===== src/rtl/alu_pkg.sv =====
// Shared opcode map, FSM state type and opcode classification for alu_secuencial.
package alu_pkg;
  localparam logic [3:0] OP_SUMA  = 4'b0001;
  localparam logic [3:0] OP_RESTA = 4'b0010;
  localparam logic [3:0] OP_MUL   = 4'b0011;
  localparam logic [3:0] OP_DIV   = 4'b0100;
  localparam logic [3:0] OP_MOD   = 4'b0101;
  localparam logic [3:0] OP_AND   = 4'b0110;
  localparam logic [3:0] OP_OR    = 4'b0111;
  localparam logic [3:0] OP_XOR   = 4'b1000;
  localparam logic [3:0] OP_SHL   = 4'b1001;
  localparam logic [3:0] OP_SHR   = 4'b1010;
  localparam logic [3:0] OP_EXP   = 4'b1011;

  typedef enum logic {IDLE, EXEC} estado_t;

  function automatic logic is_iterativa(input logic [3:0] op);
    return (op == OP_MUL) || (op == OP_DIV) || (op == OP_MOD) || (op == OP_EXP);
  endfunction
endpackage


===== src/rtl/alu_secuencial_if.sv =====
// Request/response bundle of alu_secuencial: valid/ready request side and registered result side.
interface alu_secuencial_if #(parameter int N = 8);
  logic         in_valid;
  logic         in_ready;
  logic [3:0]   selector;
  logic [N-1:0] entrada1;
  logic [N-1:0] entrada2;
  logic         out_valid;
  logic [N-1:0] resultado;
  logic         carry;
  logic         cero;
  logic         negativo;
  logic         desbordamiento;
  logic         op_invalida;

  modport slave (
    input  in_valid, selector, entrada1, entrada2,
    output in_ready, out_valid, resultado, carry, cero, negativo, desbordamiento, op_invalida
  );
  modport master (
    output in_valid, selector, entrada1, entrada2,
    input  in_ready, out_valid, resultado, carry, cero, negativo, desbordamiento, op_invalida
  );
endinterface


===== src/rtl/div_restaurador.sv =====
// N-step restoring divider; outputs show the quotient/remainder after the step taken this edge.
module div_restaurador #(parameter int N = 8) (
  input  logic         clk,
  input  logic         rst_n,
  input  logic         start,
  input  logic         step,
  input  logic [N-1:0] dividendo,
  input  logic [N-1:0] divisor,
  output logic [N-1:0] cociente,
  output logic [N-1:0] resto
);
  logic [N-1:0] coc_q, coc_d, rem_q, rem_d, den_q, den_d;
  logic [N:0]   parcial, dif;

  always_comb begin
    coc_d   = coc_q;
    rem_d   = rem_q;
    den_d   = den_q;
    parcial = {rem_q, coc_q[N-1]};
    dif     = parcial - {1'b0, den_q};
    if (start) begin
      coc_d = dividendo;
      rem_d = '0;
      den_d = divisor;
    end else if (step) begin
      if (parcial >= {1'b0, den_q}) begin
        rem_d = dif[N-1:0];
        coc_d = {coc_q[N-2:0], 1'b1};
      end else begin
        rem_d = parcial[N-1:0];
        coc_d = {coc_q[N-2:0], 1'b0};
      end
    end
  end

  always_ff @(posedge clk or negedge rst_n) begin
    if (!rst_n) begin
      coc_q <= '0;
      rem_q <= '0;
      den_q <= '0;
    end else begin
      coc_q <= coc_d;
      rem_q <= rem_d;
      den_q <= den_d;
    end
  end

  // The top level latches results on the final step edge, so it needs the post-step values.
  assign cociente = coc_d;
  assign resto    = rem_d;
endmodule


===== src/rtl/alu_secuencial.sv =====
// Registered N-bit ALU: single-cycle logic/arith ops, iterative mul/div/mod/exp over N edges.
module alu_secuencial
  import alu_pkg::*;
#(parameter int N = 8) (
  input  logic clk,
  input  logic rst_n,
  alu_secuencial_if.slave bus
);
  localparam int CW = $clog2(N + 1);
  localparam int SW = $clog2(N);

  estado_t        estado_q, estado_d;
  logic [CW-1:0]  cnt_q, cnt_d;
  logic [3:0]     op_q, op_d;
  logic [N-1:0]   a_q, a_d, b_q, b_d, exp_q, exp_d;
  logic [2*N-1:0] mcand_q, mcand_d, prod_q, prod_d;
  logic           exp_ovf_q, exp_ovf_d, div0_q, div0_d;
  logic [N-1:0]   res_q, res_d;
  logic           carry_q, carry_d, cero_q, cero_d, neg_q, neg_d;
  logic           ovf_q, ovf_d, inv_q, inv_d, out_valid_q, out_valid_d;

  logic [N-1:0]   sc_res, coc_nx, rest_nx;
  logic           sc_carry, sc_neg, sc_ovf, sc_inv, fuera, ultimo;
  logic           aceptar, div_start, div_step;
  logic [N:0]     suma, resta;
  logic [SW-1:0]  sh;
  logic [2*N-1:0] shl_w, shr_w, sq, mx;

  assign aceptar   = bus.in_valid && (estado_q == IDLE);
  assign div_start = aceptar && ((bus.selector == OP_DIV) || (bus.selector == OP_MOD));
  assign div_step  = (estado_q == EXEC) && ((op_q == OP_DIV) || (op_q == OP_MOD));
  assign ultimo    = (estado_q == EXEC) && (cnt_q == CW'(N - 1));

  div_restaurador #(.N(N)) u_div (
    .clk(clk), .rst_n(rst_n), .start(div_start), .step(div_step),
    .dividendo(bus.entrada1), .divisor(bus.entrada2),
    .cociente(coc_nx), .resto(rest_nx)
  );

  // Single-cycle ops work straight off the bus operands on the accepting edge.
  always_comb begin
    sc_res = '0; sc_carry = 1'b0; sc_neg = 1'b0; sc_ovf = 1'b0; sc_inv = 1'b0;
    suma  = {1'b0, bus.entrada1} + {1'b0, bus.entrada2};
    resta = {1'b0, bus.entrada1} - {1'b0, bus.entrada2};
    fuera = (bus.entrada2 >> SW) != '0;
    sh    = bus.entrada2[SW-1:0];
    shl_w = {{N{1'b0}}, bus.entrada1} << sh;
    shr_w = {bus.entrada1, {N{1'b0}}} >> sh;
    case (bus.selector)
      OP_SUMA: begin
        sc_res = suma[N-1:0]; sc_carry = suma[N]; sc_neg = suma[N-1];
        sc_ovf = (bus.entrada1[N-1] == bus.entrada2[N-1]) && (suma[N-1] != bus.entrada1[N-1]);
      end
      OP_RESTA: begin
        sc_res = resta[N-1:0]; sc_carry = resta[N]; sc_neg = resta[N-1];
        sc_ovf = (bus.entrada1[N-1] != bus.entrada2[N-1]) && (resta[N-1] != bus.entrada1[N-1]);
      end
      OP_AND: sc_res = bus.entrada1 & bus.entrada2;
      OP_OR:  sc_res = bus.entrada1 | bus.entrada2;
      OP_XOR: sc_res = bus.entrada1 ^ bus.entrada2;
      // The bit landing just past the kept window is the last one shifted out.
      OP_SHL: if (!fuera) begin sc_res = shl_w[N-1:0];     sc_carry = shl_w[N];   end
      OP_SHR: if (!fuera) begin sc_res = shr_w[2*N-1:N];   sc_carry = shr_w[N-1]; end
      default: sc_inv = !is_iterativa(bus.selector);
    endcase
  end

  always_comb begin
    estado_d = estado_q; cnt_d = cnt_q; op_d = op_q; a_d = a_q; b_d = b_q;
    mcand_d = mcand_q; prod_d = prod_q; exp_d = exp_q; exp_ovf_d = exp_ovf_q; div0_d = div0_q;
    res_d = res_q; carry_d = carry_q; cero_d = cero_q; neg_d = neg_q; ovf_d = ovf_q; inv_d = inv_q;
    out_valid_d = 1'b0;
    sq = {{N{1'b0}}, exp_q} * {{N{1'b0}}, exp_q};
    mx = {{N{1'b0}}, sq[N-1:0]} * {{N{1'b0}}, a_q};
    case (estado_q)
      IDLE: if (bus.in_valid) begin
        op_d = bus.selector; a_d = bus.entrada1; b_d = bus.entrada2;
        if (is_iterativa(bus.selector)) begin
          estado_d = EXEC; cnt_d = '0;
          prod_d = '0; mcand_d = {{N{1'b0}}, bus.entrada1};
          exp_d = {{(N-1){1'b0}}, 1'b1}; exp_ovf_d = 1'b0;
          div0_d = (bus.entrada2 == '0);
        end else begin
          out_valid_d = 1'b1;
          res_d = sc_res; carry_d = sc_carry; neg_d = sc_neg; ovf_d = sc_ovf; inv_d = sc_inv;
        end
      end
      EXEC: begin
        cnt_d = cnt_q + 1'b1;
        if (op_q == OP_MUL) begin
          prod_d  = b_q[0] ? prod_q + mcand_q : prod_q;
          mcand_d = mcand_q << 1;
          b_d     = b_q >> 1;
        end
        // Square-and-multiply, exponent scanned MSB-first out of b_q.
        if (op_q == OP_EXP) begin
          exp_d     = b_q[N-1] ? mx[N-1:0] : sq[N-1:0];
          exp_ovf_d = exp_ovf_q || (|sq[2*N-1:N]) || (b_q[N-1] && (|mx[2*N-1:N]));
          b_d       = b_q << 1;
        end
        if (ultimo) begin
          estado_d = IDLE; out_valid_d = 1'b1;
          carry_d = 1'b0; neg_d = 1'b0; ovf_d = 1'b0; inv_d = 1'b0;
          case (op_q)
            OP_MUL: begin
              res_d = prod_d[N-1:0]; carry_d = |prod_d[2*N-1:N]; ovf_d = |prod_d[2*N-1:N];
            end
            OP_DIV:  begin res_d = div0_q ? '1 : coc_nx;  ovf_d = div0_q; end
            OP_MOD:  begin res_d = div0_q ? a_q : rest_nx; ovf_d = div0_q; end
            default: begin res_d = exp_d; carry_d = exp_ovf_d; ovf_d = exp_ovf_d; end
          endcase
        end
      end
      default: estado_d = IDLE;
    endcase
    if (out_valid_d) cero_d = (res_d == '0);
  end

  always_ff @(posedge clk or negedge rst_n) begin
    if (!rst_n) begin
      estado_q <= IDLE; cnt_q <= '0; op_q <= '0; a_q <= '0; b_q <= '0;
      mcand_q <= '0; prod_q <= '0; exp_q <= '0; exp_ovf_q <= 1'b0; div0_q <= 1'b0;
      res_q <= '0; carry_q <= 1'b0; cero_q <= 1'b0; neg_q <= 1'b0;
      ovf_q <= 1'b0; inv_q <= 1'b0; out_valid_q <= 1'b0;
    end else begin
      estado_q <= estado_d; cnt_q <= cnt_d; op_q <= op_d; a_q <= a_d; b_q <= b_d;
      mcand_q <= mcand_d; prod_q <= prod_d; exp_q <= exp_d; exp_ovf_q <= exp_ovf_d; div0_q <= div0_d;
      res_q <= res_d; carry_q <= carry_d; cero_q <= cero_d; neg_q <= neg_d;
      ovf_q <= ovf_d; inv_q <= inv_d; out_valid_q <= out_valid_d;
    end
  end

  // in_ready is gated by rst_n so every output reads 0 while reset is held.
  assign bus.in_ready       = rst_n && (estado_q == IDLE);
  assign bus.out_valid      = out_valid_q;
  assign bus.resultado      = res_q;
  assign bus.carry          = carry_q;
  assign bus.cero           = cero_q;
  assign bus.negativo       = neg_q;
  assign bus.desbordamiento = ovf_q;
  assign bus.op_invalida    = inv_q;
endmodule


===== src/flat_wrapper.sv =====
// flat-port wrapper written by rule: the top's interface ports become plain ports
module alu_secuencial_flat import alu_pkg::*;
#(parameter int N = 8)
  (clk, rst_n, bus_in_valid, bus_selector, bus_entrada1, bus_entrada2, bus_in_ready, bus_out_valid, bus_resultado, bus_carry, bus_cero, bus_negativo, bus_desbordamiento, bus_op_invalida);
  alu_secuencial_if #(.N(N)) bus_i ();
  input  logic clk;
  input  logic rst_n;
  input wire logic [$bits(bus_i.in_valid)-1:0] bus_in_valid;
  input wire logic [$bits(bus_i.selector)-1:0] bus_selector;
  input wire logic [$bits(bus_i.entrada1)-1:0] bus_entrada1;
  input wire logic [$bits(bus_i.entrada2)-1:0] bus_entrada2;
  output wire logic [$bits(bus_i.in_ready)-1:0] bus_in_ready;
  output wire logic [$bits(bus_i.out_valid)-1:0] bus_out_valid;
  output wire logic [$bits(bus_i.resultado)-1:0] bus_resultado;
  output wire logic [$bits(bus_i.carry)-1:0] bus_carry;
  output wire logic [$bits(bus_i.cero)-1:0] bus_cero;
  output wire logic [$bits(bus_i.negativo)-1:0] bus_negativo;
  output wire logic [$bits(bus_i.desbordamiento)-1:0] bus_desbordamiento;
  output wire logic [$bits(bus_i.op_invalida)-1:0] bus_op_invalida;
  assign bus_i.in_valid = bus_in_valid;
  assign bus_i.selector = bus_selector;
  assign bus_i.entrada1 = bus_entrada1;
  assign bus_i.entrada2 = bus_entrada2;
  assign bus_in_ready = bus_i.in_ready;
  assign bus_out_valid = bus_i.out_valid;
  assign bus_resultado = bus_i.resultado;
  assign bus_carry = bus_i.carry;
  assign bus_cero = bus_i.cero;
  assign bus_negativo = bus_i.negativo;
  assign bus_desbordamiento = bus_i.desbordamiento;
  assign bus_op_invalida = bus_i.op_invalida;
  alu_secuencial #(.N(N)) u_core (.clk(clk), .rst_n(rst_n), .bus(bus_i));
endmodule

===== config.mk =====
export PLATFORM = sky130hd
export DESIGN_NAME = alu_secuencial_flat
export DESIGN_NICKNAME = d
export VERILOG_FILES = /design/src/rtl/alu_pkg.sv /design/src/rtl/alu_secuencial_if.sv /design/src/rtl/div_restaurador.sv /design/src/rtl/alu_secuencial.sv /design/src/flat_wrapper.sv
export SDC_FILE = /design/constraint.sdc
export NUM_CORES = 1
export LEC_CHECK = 0
export ABC_CLOCK_PERIOD_IN_PS = 9630
export BUFFER_PORTS_ARGS = -buffer_cell sky130_fd_sc_hd__buf_2
export CAP_MARGIN = 20
export CORE_UTILIZATION = 37
export CTS_CLUSTER_SIZE = 20
export DETAILED_ROUTE_END_ITERATION = 8
export PLACE_DENSITY_LB_ADDON = 0.05
export REMOVE_ABC_BUFFERS = 1
export SLEW_MARGIN = 30
export SYNTH_ARGS = -nofsm -noshare
export SYNTH_HDL_FRONTEND = slang
export SYNTH_SLANG_ARGS = --single-unit

===== constraint.sdc =====
create_clock -name clk -period 9.63 [get_ports clk]
set_input_delay 1.926 -clock clk [delete_from_list [all_inputs] [get_ports clk]]
set_output_delay 1.926 -clock clk [all_outputs]
set_load 0.02 [all_outputs]

* Word-level counts from Yosys, hierarchy flattened
Cells that the tools add are included.
** Word-level totals
- Flip-flop bits (word level) :: 105
- Latch bits :: 0
- Bits in writable memories :: 0
- Bits in read-only memories :: 0
- Bits of input ports :: 23
- Output and inout bits :: 15
- Word-level logic and storage cells :: 163
- Memories :: 0
** Cells by class
- Add/sub/neg operators :: 5
- Multiply operators :: 2
- Divide/modulo/power cells :: 0
- Magnitude comparators :: 1
- Eq/ne operators :: 26
- Shift operators :: 2
- Multiplexer cells :: 73
- Bitwise logic cells :: 4
- Reductions and logical operators :: 30
** Operators with widths (number)
- 2-to-1 mux 8 bit :: 19
- 2-to-1 mux 16 bit :: 8
- one-hot mux 16 bit (2 select lines) :: 2
- one-hot mux 8 bit (7 select lines) :: 1
- one-hot mux 8 bit (2 select lines) :: 3
- multiplier 8 x 8 -> 16 bit :: 2
- == test 4 x 3 -> 1 bit (second input constant) :: 7
- 2-to-1 mux 1 bit :: 24
- one-hot mux 8 bit (3 select lines) :: 1
- OR reduction 8 bit :: 3
- one-hot mux 1 bit (2 select lines) :: 11
- == test 4 bit (second input constant) :: 5
- adder 16 bit :: 1
- zero test 8 bit :: 2
- right shift 16 x 3 -> 16 bit :: 1
- == test 4 x 2 -> 1 bit (second input constant) :: 3
- != test 2 bit (second input constant) :: 5
- adder 8 x 8 -> 9 bit :: 1
- greater-or-equal comparator 9 x 8 -> 1 bit :: 1
- AND reduction 3 bit :: 3
- left shift 8 x 3 -> 9 bit :: 1
- subtractor 8 x 8 -> 9 bit :: 1
- AND 8 bit :: 1
- logical AND 1 bit :: 8
- other kinds (18) :: 29

* Longest topological paths before layout
Gate-level depths: netlist of the first run.
- Depth after elaboration :: 10
- Depth in mapped cells :: 31
- Mapped depth without buffers :: 31

* Cells and area by module
From an unflattened synthesis of the first run, not the netlist that was laid out.
** Unflattened totals
- Cell total of the unflattened synthesis :: 1400
- Area total of the unflattened synthesis :: 11710.0 µm²
** By module, submodules not included
- alu_secuencial :: instances 1, cells each 1231, area each 10184.8 µm², seq. area each 2026.9 µm²
- div_restaurador :: instances 1, cells each 169, area each 1525.2 µm², seq. area each 600.6 µm²

* Worst setup path before layout of the first run
Ideal clock, no wire load.
- Kind :: reg-to-reg
- Start :: register u_core.exp_q[3]
- End :: register u_core.carry_q (netlist: u_core.bus.carry)
- Setup time :: 0.121 ns
- Arrival :: 7.423 ns
- Data required time :: 9.509 ns
- Slack :: 2.086 ns
- Stages on the path, launching flop included :: 31
- Path buffers :: 0
- Clock period less this slack :: 7.544 ns
- Cell sequence :: dfrtp_1 and2_1 xor2_1 ha_1 a21o_1 fa_1 ha_1 inv_1 fa_1 inv_1 ha_1 o21ai_0 nor2_1 nor2_1 nand2_1 fa_1 inv_1 fa_1 inv_1 fa_1 fa_1 inv_1 ha_1 and2_1 a21o_1 a21oi_1 mux2_2 o31ai_1 a21oi_1 o21bai_1 a22o_1
** On the way
- Longest elaborated chain between the ends :: 9
- Elaborated cells between the ends (all ways) :: 11
- Classes of those cells :: mul (2); mux (4); reduce/logical (5)
** RTL lines
- start: declaration :: RTL line alu_secuencial.sv:15 : logic [N-1:0] a_q, a_d, b_q, b_d, exp_q, exp_d;
- start signal: assignment :: RTL line alu_secuencial.sv:127 : mcand_q <= mcand_d; prod_q <= prod_d; exp_q <= exp_d; exp_ovf_q <= exp_ovf_d; div0_q <= div0_d;
- multiplier 8 x 8 -> 16 bit (*) :: RTL line alu_secuencial.sv:73 : sq = {{N{1'b0}}, exp_q} * {{N{1'b0}}, exp_q};
- multiplier 8 x 8 -> 16 bit :: RTL line alu_secuencial.sv:74 : mx = {{N{1'b0}}, sq[N-1:0]} * {{N{1'b0}}, a_q};
- OR reduction 8 bit :: RTL line alu_secuencial.sv:98 : exp_ovf_d = exp_ovf_q || (|sq[2*N-1:N]) || (b_q[N-1] && (|mx[2*N-1:N]));
- logical AND 1 bit :: RTL line alu_secuencial.sv:98
- logical OR 1 bit (*) :: RTL line alu_secuencial.sv:98
- 2-to-1 mux 1 bit (*) :: RTL line alu_secuencial.sv:96 : if (op_q == OP_EXP) begin
- one-hot mux 1 bit (2 select lines) (*) :: RTL line alu_secuencial.sv:104 : case (op_q)
- 2-to-1 mux 1 bit (*) :: RTL line alu_secuencial.sv:101 : if (ultimo) begin
- one-hot mux 1 bit (2 select lines) (*) :: RTL line alu_secuencial.sv:75 : case (estado_q)
- end signal: assignment :: RTL line alu_secuencial.sv:128 : res_q <= res_d; carry_q <= carry_d; cero_q <= cero_d; neg_q <= neg_d;
- end: declaration :: RTL line alu_secuencial.sv:19 : logic carry_q, carry_d, cero_q, cero_d, neg_q, neg_d;
Every way passes the cells marked *; elsewhere a longest branch is shown, timed or not. The select of a mux whose other input is x is not followed.
A chain may end at the register's enable or synchronous reset.

* Worst setup path in the final report of the first run
- Start :: register u_core.exp_q[0]
- End :: register u_core.ovf_q (netlist: u_core.bus.desbordamiento)
** On the way
- Longest elaborated chain between the ends :: 9
- Elaborated cells between the ends (all ways) :: 11
- Classes of those cells :: mul (2); mux (4); reduce/logical (5)
** RTL lines
- multiplier 8 x 8 -> 16 bit (*) :: RTL line alu_secuencial.sv:73
- multiplier 8 x 8 -> 16 bit :: RTL line alu_secuencial.sv:74
- OR reduction 8 bit :: RTL line alu_secuencial.sv:98
- logical AND 1 bit :: RTL line alu_secuencial.sv:98
- logical OR 1 bit (*) :: RTL line alu_secuencial.sv:98
- 2-to-1 mux 1 bit (*) :: RTL line alu_secuencial.sv:96
- one-hot mux 1 bit (2 select lines) (*) :: RTL line alu_secuencial.sv:104
- 2-to-1 mux 1 bit (*) :: RTL line alu_secuencial.sv:101
- one-hot mux 1 bit (2 select lines) (*) :: RTL line alu_secuencial.sv:75
- end signal: assignment :: RTL line alu_secuencial.sv:129 : ovf_q <= ovf_d; inv_q <= inv_d; out_valid_q <= out_valid_d;
- end: declaration :: RTL line alu_secuencial.sv:20 : logic ovf_q, ovf_d, inv_q, inv_d, out_valid_q, out_valid_d;
Marks and branches as above.

==> results of run 1 <==
area by class of cell:
cell class / count / area (um2)
timing repair buffer: 56 / 330
clock buffer: 13 / 260
multi-input combinational: 1102 / 8270
clock inverter: 2 / 38.8
tap: 396 / 495
sequential: 105 / 2630
inverter: 134 / 503
fill: 3190 / 18300
registers in the layout, summed over array words and instances, names as in the netlist:
name,cells
u_core.bus.desbordamiento,1
u_core.bus.cero,1
u_core.mcand_q,16
u_core.div0_q,1
u_core.prod_q,16
u_core.op_q,4
u_core.bus.resultado,8
u_core.bus.op_invalida,1
u_core.cnt_q,4
u_core.bus.negativo,1
u_core.bus.carry,1
u_core.exp_q,8
u_core.exp_ovf_q,1
u_core.bus.out_valid,1
u_core.b_q,8
u_core.a_q,8
u_core.u_div.den_q,8
u_core.u_div.rem_q,8
u_core.estado_q,1
u_core.u_div.coc_q,8
cells in the final DEF (no fill, tap or decap), types with 7 or more instances in the layout:
master     instances
a31oi_1           10
o22ai_1            7
a21o_1            12
nor2_1            75
ha_1             115
nor2b_1           18
buf_2             36
o21bai_1           9
o21ai_0          102
dfrtp_1          104
xor2_1            21
mux2i_1           40
a22o_1            25
nor4_1             7
inv_1            131
mux2_2            10
buf_4             20
nand2_1          174
and3_1            13
and2_1            66
nand3_1           25
o31ai_1           19
nand4_1            9
clkbuf_16          9
o211ai_1          15
nor3_1            26
o21a_1             7
or3_1              7
fa_1              57
xnor2_1           14
nand2b_1          15
a211oi_1          19
a221oi_1          10
a21oi_1           80
per-stage QoR:
stage,cells,utilization
6_report,1808,0.406
5_1_grt,1808,0.406
4_1_cts,1808,0.406
3_5_place_dp,1793,0.397
3_3_place_gp,1793,0.397
2_1_floorplan,1341,-
kinds of logic after synthesis:
group | count (synthesis)
AO/OA/AOI/OAI | 378
XOR/XNOR | 35
adder cells (fa/ha/maj) | 172
buffers and inverters | 209
flip-flops | 105
multiplexers | 54
AND/OR/NAND/NOR | 463
power by group:
part,internal [W],total (W),switching (W)
combinational,0.000993,0.00243,0.00143
clock,0.000216,0.000395,0.000180
sequential,0.000619,0.000886,0.000266
total,0.00183,0.00371,0.00188
per-layer routing:
| metal | wire [um] | up-vias |
|---|---|---|
| met2 | 16900 | 227 |
| met4 | 794 | 0 |
| met5 | 0 | - |
| met1 | 18100 | 4942 |
| met3 | 1510 | 44 |
| li1 | - | 4980 |
worst paths after layout:
check / slack [ns] / from / end
max reg2reg: 0.98 / u_core.exp_q[0] / u_core.bus.desbordamiento
max in group asynchronous: 6.60 / rst_n / u_core.estado_q
min in group asynchronous: 1.55 / rst_n / u_core.bus.negativo
max: 0.98 / u_core.exp_q[0] / u_core.bus.desbordamiento
min reg2reg: 0.47 / u_core.bus.resultado[2] / u_core.bus.resultado[2]
min: 0.47 / u_core.bus.resultado[2] / u_core.bus.resultado[2]
==> out/qor.txt, run 1 <==
PortBufs - 37
WS Path Type - reg -> reg
Critical Path RT - 9.89 ns
Initial Util - 0.379
hold slack - 0.475 ns
Yosys Warn Count - 0
Post-DP Area - 12200 um2
CTS root buffer - clkbuf_16
Worst-path clk slew - 0.07 ns
Ports - 38
Critical Path Stages - 30
f_max - 116 MHz
die width - 180 um
antenna cells - 0
max-slew violations - 0
pre-CTS WS - 0.914 ns
peak supply drop - 123 uV
final instance area - 12500 um2
asr flop ratio synth - 1.00
post-synthesis cell area - 11700 um2
CP top delay family - adder cells
share of the synthesized area in the top cell type - 0.225
final setup fails - 0
Synth Area in Adders - 0.221
Mapped Cells - 1416
fraction of layout cells with a size suffix above 1 - 0.0715
P&R area growth vs syn - 7.32%
largest net degree at the start of global routing - 38
Post-synth EDFFs - 0
Pre-Repair DR Iteration Count - 5
WL per Instance - 20.6 um
GRT busiest layer - met2
via count - 10200
total power draw - 0.00371 W
final worst slack - 0.979 ns
max incr delay on CP - 0.54 ns
Avg Vias per Cell - 5.64
largest family of logic cells by synthesized area - adder cells
Post-Synth Simple-Gate Area - 0.194
RSZ-0062 raised after global routing - false
met2 GRT Util - 0.383
Setup TNS Final - 0 ns
final period utilization - 0.898
commonest cells in the netlist - nand2_1, inv_1, ha_1, dfrtp_1, o21ai_0
H-tree levels - 3
Hold Vio Cnt, Final - 0
Arrival @ worst endpoint - 8.91 ns
clk sinks - 105
met3 GRT Util - 0.0255
Startpoint Class - register
post-CTS setup buffers - 0
Rows - 64
Synth area leaders - dfrtp_1, ha_1, fa_1, nand2_1, o21ai_0
area fraction in compound gates after synthesis - 0.213
minimum clock period - 8.65 ns
Slew @ Worst Pin - 0.966 ns
Slowest-stage cell, CP - fa_1
CP Max Fanout - 18
Total Routing Usage GR - 0.236
post-synthesis mux area share - 0.0517
remaining antenna violation count after routing - 0
die height - 180 um
DRC Markers - 0
worst-case reg-to-reg path depth - 30
area leader, netlist - dfrtp_1
Power Dens Cells - 296 nW/um2
GRT overflow - 0
vias in the first global route - 10100
GP Congestion - 0.886
Max Buffers Root-to-Sink - 2
cts bufs inserted - 9
CTS tree - done
DP HPWL - 28.1 mm
full die area - 32300 um2
most common cell in the netlist - nand2_1
Slew headroom - 0.355
leak pwr - 5.86 nW
initial antenna violation count - 0
CTS Hold Buffers Added - 0
Synth Flop Type - dfrtp_1
Worst setup EP type - register
Top cell by count, worst path - fa_1
status - finished clean
skew final - 0.0168 ns
Synth cell types - 74
final WL - 37.3 mm
M1 GR Usage - 0.330
first-pass GRT wire length - 59.2 mm
post-synthesis xor/xnor area fraction - 0.0263
flops & latches, synth - 105
core area - 30800 um2
sequential-to-total area share from yosys stat - 0.225
hold-critical path depth - 1
WP buf/inv - 5
max-cap check violation count - 0
synthesized area per cell - 8.25 um2
Initial DRC Count - 547
post-cts repair resize count - 0
worst hold path type - reg -> reg
nets@finish - 1603
Clock Latency Late Sink - 0.37 ns
Power figures use the tool's default switching activity.
==> run 2, diff against run 1 <==
--- a/config.mk
+++ b/config.mk
@@ -8,6 +8,8 @@
 export ABC_CLOCK_PERIOD_IN_PS = 9630
 export BUFFER_PORTS_ARGS = -buffer_cell sky130_fd_sc_hd__buf_2
 export CAP_MARGIN = 20
+export CELL_PAD_IN_SITES_DETAIL_PLACEMENT = 1
+export CELL_PAD_IN_SITES_GLOBAL_PLACEMENT = 2
 export CORE_UTILIZATION = 37
 export CTS_CLUSTER_SIZE = 20
 export DETAILED_ROUTE_END_ITERATION = 8
==> run 2 against run 1 <==
Critical path depth unchanged. Wire length up 5.3%. Count of clock-buffer cells in the layout unchanged. Clock power down 7.3%. Global-route usage up 1.6 points. Total power up 0.84%. Critical endpoint is now u_core.bus.carry. Largest power group unchanged.
==> out/qor.txt, run 2 (same netlist as run 1, synthesis figures left out) <==
Ports - 38
PortBufs - 37
CP Max Fanout - 18
antenna cells - 0
largest net degree at the start of global routing - 60
Slew headroom - 0.390
minimum clock period - 8.51 ns
peak supply drop - 117 uV
max incr delay on CP - 0.55 ns
Max Buffers Root-to-Sink - 2
Hold Vio Cnt, Final - 0
Arrival @ worst endpoint - 8.77 ns
final setup fails - 0
vias in the first global route - 10900
GP Congestion - 0.857
final worst slack - 1.12 ns
max-cap check violation count - 0
status - finished clean
Worst-path clk slew - 0.08 ns
worst hold path type - reg -> reg
skew final - 0.0159 ns
Filler cells - 3703
Slew @ Worst Pin - 0.912 ns
Top cell by count, worst path - fa_1
WS Path Type - reg -> reg
core area - 30800 um2
GRT overflow - 0
most frequent cells in the layout - nand2_1, inv_1, ha_1
Core Util, Final - 0.406
Internal Power - 0.00181 W
nets@finish - 1604
Clock Latency Late Sink - 0.37 ns
Setup TNS Final - 0 ns
Rows - 64
max-slew violations - 0
WL per Instance - 21.7 um
full die area - 32300 um2
via count - 10400
CTS tree - done
initial antenna violation count - 0
commonest non-fill, non-tap cell in the layout - nand2_1
RSZ-0062 raised after global routing - false
pre-CTS WS - 1.02 ns
die height - 180 um
final WL - 39.3 mm
remaining antenna violation count after routing - 0
Avg Vias per Cell - 5.75
CTS root buffer - clkbuf_16
Worst setup EP type - register
final period utilization - 0.884
die width - 180 um
Pre-Repair DR Iteration Count - 4
Total Routing Usage GR - 0.251
Power Dens Cells - 299 nW/um2
leak pwr - 5.85 nW
DRC Markers - 0
P&R area growth vs syn - 7.19%
post-cts repair resize count - 0
post-CTS setup buffers - 0
Net Sw Frac - 0.517
Reg power frac - 0.234
H-tree levels - 3
CTS Hold Buffers Added - 0
f_max - 117 MHz
Initial DRC Count - 566
hold slack - 0.494 ns
sw power - 0.00193 W
Comb power frac - 0.668
cts bufs inserted - 9
Clock power frac - 0.098
Initial Util - 0.379
clk sinks - 105
first-pass GRT wire length - 63.5 mm
biggest regs - u_core.mcand_q: 16 flops, u_core.prod_q: 16 flops
total power draw - 0.00374 W
Slowest-stage cell, CP - fa_1
fraction of layout cells with a size suffix above 1 - 0.0721
Startpoint Class - register
Critical Path RT - 9.89 ns
DP HPWL - 30.1 mm
-- run 2: worst max-delay path: cells and delay by family (launching register included) --
family	cells	cell delay (ns)
DFF	1	0.53
AOI/OAI and AO/OA	8	1.93
and+or+nand+nor	5	1.22
muxes	1	0.34
xor gates and xnor gates	1	0.15
adders and majority gates	10	4.03
buffers and inverters	5	0.22
-- run 2: power groups by stage --
stage	clock network [W]	registers [W]	logic, W
2_1_floorplan	0	0.000820	0.00175
3_3_place_gp	0	0.000878	0.00246
3_5_place_dp	0	0.000881	0.00251
4_1_cts	0.000374	0.000874	0.00253
5_1_grt	0.000388	0.000904	0.00284
6_report	0.000366	0.000874	0.00250
-- run 2: path summary, 6_finish.rpt --
kind,startpoint,endpoint,slack [ns],cells after the start
max in group asynchronous,rst_n,u_core.u_div.rem_q[7],6.69,2
min reg2reg,u_core.bus.resultado[2],u_core.bus.resultado[2],0.49,1
min in group asynchronous,rst_n,u_core.a_q[6],1.59,1
max reg2reg,u_core.exp_q[0],u_core.bus.carry,1.12,30
max,u_core.exp_q[0],u_core.bus.carry,1.12,30
min,u_core.bus.resultado[2],u_core.bus.resultado[2],0.49,1
-- run 2: cell type report --
cell class | instances | area [um2] | share of cell area
multi-input cells | 1102 | 8270 | 0.661
clock buffers | 13 | 250 | 0.0200
well taps | 396 | 495 | 0.0396
inverters | 134 | 503 | 0.0402
clock inverters | 3 | 25.0 | 0.00200
repair buffers | 57 | 338 | 0.0270
flip-flops and latches | 105 | 2630 | 0.210
-- run 2: routing by layer --
metal / up-vias / track usage / share of wire
met5: - / 0 / 0
met4: 0 / 0.0617 / 0.018
met3: 41 / 0.0197 / 0.027
met2: 150 / 0.417 / 0.47
met1: 5261 / 0.354 / 0.49
li1: 4962 / - / -
-- run 2: per-stage QoR --
step | cells | instance area (um2)
CTS | 1810 | 12500
detailed placement | 1794 | 12200
global placement | 1794 | 12200
floorplan | 1341 | 11400
finish | 1810 | 12500
global route | 1810 | 12500
